[src/rtl/hilo_muldiv_unit.sv]
// Execute-stage HI/LO unit: owns HI/LO, applies MTHI/MTLO directly and
// runs MULT/MULTU through a fixed-latency counter and DIV/DIVU through a
// 32-step restoring divider followed by a sign fixup edge.
//
// state | meaning
// ------+--------------------------------------------------------------
// IDLE  | ready for a request; MTHI/MTLO complete here on the accept edge
// MUL   | counting to MUL_CYCLES, then {hi,lo} <= 64-bit product
// DIV   | 32 restoring steps, then sign fixup and HI/LO write
module hilo_muldiv_unit #(
  parameter int MUL_CYCLES = 2
) (
  input  logic        clk,
  input  logic        reset,
  input  logic        req_valid,
  input  logic [2:0]  req_op,
  input  logic [31:0] req_a,
  input  logic [31:0] req_b,
  output logic        req_ready,
  input  logic        flush,
  output logic        busy,
  output logic        done,
  output logic [31:0] hi,
  output logic [31:0] lo
);

  typedef enum logic [1:0] {ST_IDLE, ST_MUL, ST_DIV} state_t;

  localparam logic [5:0] MUL_LAST = 6'(MUL_CYCLES);
  localparam logic [5:0] DIV_LAST = 6'd32;

  localparam logic [2:0] OP_MTHI  = 3'd0;
  localparam logic [2:0] OP_MTLO  = 3'd1;
  localparam logic [2:0] OP_MULT  = 3'd2;
  localparam logic [2:0] OP_MULTU = 3'd3;
  localparam logic [2:0] OP_DIV   = 3'd4;
  localparam logic [2:0] OP_DIVU  = 3'd5;

  state_t      state_q, state_d;
  logic [5:0]  cnt_q, cnt_d;
  logic [31:0] op_a_q, op_a_d;
  logic [31:0] op_b_q, op_b_d;
  logic        signed_q, signed_d;
  logic        sign_a_q, sign_a_d;
  logic        sign_b_q, sign_b_d;
  logic [31:0] rem_q, rem_d;
  logic [31:0] quo_q, quo_d;
  logic [31:0] hi_q, hi_d;
  logic [31:0] lo_q, lo_d;
  logic        done_q, done_d;
  logic        busy_q, busy_d;
  logic        ready_q, ready_d;

  logic        accept;
  logic        req_signed;
  logic        req_sign_a;
  logic        req_sign_b;
  logic [63:0] mul_a;
  logic [63:0] mul_b;
  logic [63:0] prod;
  logic [32:0] shifted;
  logic [32:0] diff;
  logic [31:0] quo_fix;
  logic [31:0] rem_fix;

  assign accept     = req_valid & (state_q == ST_IDLE) & ~flush;
  assign req_signed = (req_op == OP_MULT) | (req_op == OP_DIV);
  assign req_sign_a = req_signed & req_a[31];
  assign req_sign_b = req_signed & req_b[31];

  // Low 64 bits of the extended product are correct for both signednesses.
  assign mul_a = signed_q ? {{32{op_a_q[31]}}, op_a_q} : {32'd0, op_a_q};
  assign mul_b = signed_q ? {{32{op_b_q[31]}}, op_b_q} : {32'd0, op_b_q};
  assign prod  = mul_a * mul_b;

  // Restoring step: bit 32 of diff set means the trial subtraction underflowed.
  assign shifted = {rem_q, quo_q[31]};
  assign diff    = shifted - {1'b0, op_b_q};
  assign quo_fix = (sign_a_q ^ sign_b_q) ? -quo_q : quo_q;
  assign rem_fix = sign_a_q ? -rem_q : rem_q;

  // Next-state and datapath decode for all three states.
  always_comb begin
    state_d  = state_q;
    cnt_d    = cnt_q;
    op_a_d   = op_a_q;
    op_b_d   = op_b_q;
    signed_d = signed_q;
    sign_a_d = sign_a_q;
    sign_b_d = sign_b_q;
    rem_d    = rem_q;
    quo_d    = quo_q;
    hi_d     = hi_q;
    lo_d     = lo_q;
    done_d   = 1'b0;
    case (state_q)
      ST_IDLE: begin
        if (accept) begin
          case (req_op)
            OP_MTHI: hi_d = req_a;
            OP_MTLO: lo_d = req_a;
            OP_MULT, OP_MULTU: begin
              op_a_d   = req_a;
              op_b_d   = req_b;
              signed_d = req_signed;
              cnt_d    = 6'd1;
              state_d  = ST_MUL;
            end
            OP_DIV, OP_DIVU: begin
              signed_d = req_signed;
              sign_a_d = req_sign_a;
              sign_b_d = req_sign_b;
              quo_d    = req_sign_a ? -req_a : req_a;
              op_b_d   = req_sign_b ? -req_b : req_b;
              rem_d    = 32'd0;
              cnt_d    = 6'd0;
              state_d  = ST_DIV;
            end
            default: ;
          endcase
        end
      end
      ST_MUL: begin
        if (flush) begin
          cnt_d   = 6'd0;
          state_d = ST_IDLE;
        end else if (cnt_q == MUL_LAST) begin
          {hi_d, lo_d} = prod;
          done_d  = 1'b1;
          cnt_d   = 6'd0;
          state_d = ST_IDLE;
        end else begin
          cnt_d = cnt_q + 6'd1;
        end
      end
      ST_DIV: begin
        if (flush) begin
          cnt_d   = 6'd0;
          state_d = ST_IDLE;
        end else if (cnt_q != DIV_LAST) begin
          if (diff[32]) begin
            rem_d = shifted[31:0];
            quo_d = {quo_q[30:0], 1'b0};
          end else begin
            rem_d = diff[31:0];
            quo_d = {quo_q[30:0], 1'b1};
          end
          cnt_d = cnt_q + 6'd1;
        end else begin
          // Divide by zero still completes and pulses done, but leaves HI/LO alone.
          if (op_b_q != 32'd0) begin
            lo_d = quo_fix;
            hi_d = rem_fix;
          end
          done_d  = 1'b1;
          cnt_d   = 6'd0;
          state_d = ST_IDLE;
        end
      end
      default: begin
        cnt_d   = 6'd0;
        state_d = ST_IDLE;
      end
    endcase
    busy_d  = (state_d != ST_IDLE);
    ready_d = (state_d == ST_IDLE);
  end

  // State, datapath and registered outputs.
  always_ff @(posedge clk or posedge reset) begin
    if (reset) begin
      state_q  <= ST_IDLE;
      cnt_q    <= 6'd0;
      op_a_q   <= 32'd0;
      op_b_q   <= 32'd0;
      signed_q <= 1'b0;
      sign_a_q <= 1'b0;
      sign_b_q <= 1'b0;
      rem_q    <= 32'd0;
      quo_q    <= 32'd0;
      hi_q     <= 32'd0;
      lo_q     <= 32'd0;
      done_q   <= 1'b0;
      busy_q   <= 1'b0;
      ready_q  <= 1'b1;
    end else begin
      state_q  <= state_d;
      cnt_q    <= cnt_d;
      op_a_q   <= op_a_d;
      op_b_q   <= op_b_d;
      signed_q <= signed_d;
      sign_a_q <= sign_a_d;
      sign_b_q <= sign_b_d;
      rem_q    <= rem_d;
      quo_q    <= quo_d;
      hi_q     <= hi_d;
      lo_q     <= lo_d;
      done_q   <= done_d;
      busy_q   <= busy_d;
      ready_q  <= ready_d;
    end
  end

  assign req_ready = ready_q;
  assign busy      = busy_q;
  assign done      = done_q;
  assign hi        = hi_q;
  assign lo        = lo_q;

endmodule

[config.mk]
export PLATFORM = sky130hd
export DESIGN_NAME = hilo_muldiv_unit
export DESIGN_NICKNAME = d
export VERILOG_FILES = /design/src/rtl/hilo_muldiv_unit.sv
export SDC_FILE = /design/constraint.sdc
export NUM_CORES = 2
export LEC_CHECK = 0
export ABC_CLOCK_PERIOD_IN_PS = 24700
export CAP_MARGIN = 20
export CORE_MARGIN = 2
export CORE_UTILIZATION = 55
export CTS_BUF_LIST = sky130_fd_sc_hd__clkbuf_8
export CTS_CLUSTER_DIAMETER = 50
export CTS_CLUSTER_SIZE = 16
export DETAILED_ROUTE_END_ITERATION = 10
export PLACE_DENSITY = 0.77
export SLEW_MARGIN = 0
export SYNTH_ARGS = -nofsm -noshare
export SYNTH_HDL_FRONTEND = slang
export SYNTH_SLANG_ARGS = --single-unit
[constraint.sdc]
create_clock -name clk -period 24.7 [get_ports clk]
set_clock_uncertainty 0.15 [all_clocks]
set_input_delay 3.705 -clock clk [delete_from_list [all_inputs] [get_ports clk]]
set_output_delay 3.705 -clock clk [all_outputs]
set_load 0.02 [all_outputs]
==> flow_summary.toml <==
[status]
outcome = "finished clean"

[synth]
yosysTopAreaCellShare_pct = 46.1
yosys_warnings = 0
ys_seq_area_share_pct = 8.36
syn-num-nets = 8637
avgSynthCellArea_um2 = 9.08
syn_area_mm2 = 0.0617
ys_async_sr_fraction_pct = 100
ys.flop_type = "dfrtp_1"
synth.area.top_cells = "fa_1 (46%), inv_1 (9.7%), dfrtp_1 (8.3%), ha_1 (7.2%), and2_1 (5.8%)"
ys_ff_latch = 206
synth_area_leader_cell = "fa_1"
synth.distinct_cells = 84
synth_cells = 6793
synth_edf_count = 0

[setup_path]
arrival_ns = 11.18
cp-endpoint = "hi[30]"
crit_required_ns = 25.18
cp_slowest_cell = "fa_1"
crit_path_end_kind = "register"
crit_fanout = 24
cp-start-kind = "register"
r2r_start = "signed_q"
cpMostUsedCell = "fa_1"
reg2reg_to = "hi[30]"
regToRegSetupSlack_ns = 14.00
max_stage_delay_ns = 0.92
cp-startpoint = "signed_q"
rr_worst_depth = 32
path_class = "reg -> reg"

[floorplan]
start_util_pct = 55.6
num_rows = 122
dieHeight_um = 339
core_mm2 = 0.111
dieArea_mm2 = 0.115
dieWidth_um = 339
ioPinCount = 138

[clock_network]
clock_path_buffers = 3
clk_pin_slew_worst_paths_ns = 0.10
ctsResizeCount = 0
cts_setup_buffers = 0
cts_hold_buf = 0
clock-root-buffer = "clkbuf_8"
cts_sinks = 206
htree_levels = 1
clk_latency_ns = 0.70
cts_buffers = 28
cts_tree = "done"

[min_path]
hp-class = "reg -> reg"
worstHoldStart = "lo[14]"

[timing]
fin_crit_ns = 10.70
relSlewSlack_pct = 25.1
finalSetupViolCount = 0
post-route-period-util_pct = 43.3
tightest_slew_ns = 1.12
hold_viol = 0
fmax_ghz = 0.0935
rsz0062_at_grt = "no"
tns_ns = 0
maxSlewViolCount = 0

[drt]
vias = 47200
wl_per_cell_um = 22.2
detail_route.iter0.violations = 4104
first_pass_iters = 5
post-route-drc-count = 0
vias_per_cell = 5.74
postRouteAntennaNets = 0
wl_mm = 182

[grt]
grt_max_degree = 96
grt_pass1_wl_mm = 291
track_usage_pct = 32.9
antenna_found_initial = 16
grt_pass1_vias = 50600
grt_overflow_total = 0

[cells_and_area]
drive_above_1_share_pct = 3.32
final_cell_mix = "inv_1 (1,589), fa_1 (1,420), nand2_1 (769), and2_1 (572), ha_1 (351)"
nets = 8541
area_delta_synth_final_pct = 5.46
layout_commonest_cell = "inv_1"

[run]
maxCapViolations = 0

[placed_design]
globalplace.congestion = 0.987
portBuffers = 137
dpl.hpwl_mm = 145
## critical path: cells and delay by family, from the launching register on
family / cells / cell delay (ns)
AOI/OAI and AO/OA: 4 / 0.75
adders and majority gates: 11 / 6.10
buffers and inverters: 9 / 1.26
DFF: 1 / 0.37
and+or+nand+nor: 8 / 1.96
## per-layer routing
metal	wire (um)	GRT usage [%]	up-vias
li1	-	-	20100
met1	70800	44.7	24200
met2	83300	51.1	2398
met3	18100	6.44	499
met4	10300	15.3	8
met5	54	0	-
## per-stage QoR
| step | cell area [um^2] | hold slack (ns) | worst slack [ns] | std cells | utilization, % |
|---|---|---|---|---|---|
| 5_1_grt | 65000 | 0.350 | 13.54 | 8207 | 58.6 |
| 2_1_floorplan | 61700 | 0.318 | 15.18 | 6793 | - |
| 3_3_place_gp | 64300 | 0.311 | 14.30 | 8155 | 58.0 |
| 4_1_cts | 65000 | 0.339 | 14.11 | 8207 | 58.6 |
| 3_5_place_dp | 64300 | 0.317 | 14.13 | 8155 | 58.0 |
| 6_report | 65100 | 0.336 | 14.00 | 8217 | 58.6 |
## layout make-up
type	count	area, um^2
Sequential cell	206	5160
Multi-Input combinational cell	4641	49200
Clock inverter	23	318
Timing Repair Buffer	229	2060
Tap cell	1488	1860
Inverter	1591	5980
Fill cell	9526	45900
Antenna cell	10	25.0
Clock buffer	29	399
## state kept, by name, summed over array words and instances, names as in the netlist, 2 cells and up
signal / cells
hi: 32
lo: 32
op_a_q: 32
op_b_q: 32
quo_q: 32
rem_q: 32
cnt_q: 6
state_q: 2
## synth_stat cells, types with 10 or more instances
cell,number
mux2i_1,28
o41ai_1,11
nand2_1,771
o221ai_1,10
ha_1,353
a21o_1,46
o31ai_1,73
nor2_1,219
clkbuf_1,333
o21a_1,12
and2_1,572
a211oi_1,14
a21oi_1,238
o211ai_1,12
xnor2_1,179
dfrtp_1,205
and3_1,36
nand2b_1,18
nor2b_1,16
or3_1,19
a31oi_1,32
mux2_2,25
nand3_1,37
o21bai_1,18
fa_1,1420
xor2_1,80
o21ai_0,194
nor3_1,37
buf_1,13
nor4_1,25
nand4_1,17
o221a_2,13
inv_1,1591
## cells by family (layout without fill, tap and decap cells)
family	count (synthesis)	count (layout)	share of synthesized area, %
AO/OA/AOI/OAI	739	739	7.43
AND/OR/NAND/NOR	1814	1814	14.4
other	0	10	0
flip-flops	206	206	8.36
buffers and inverters	1946	1872	11.9
adder cells (fa/ha/maj)	1775	1775	53.3
XOR/XNOR	260	260	3.70
multiplexers	53	53	0.911
## worst min-delay path by stage
stage               slack (ns)        to  depth (start not counted)
detailed placement        0.32    lo[14]                          2
global placement          0.31     lo[0]                          1
global route              0.35     lo[0]                          1
finish                    0.34    lo[14]                          2
CTS                       0.34    lo[14]                          2
floorplan                 0.32  cnt_q[4]                          1
Power is not shown: default switching activity piles up to over one toggle a cycle in this logic, so the estimate is an artifact.
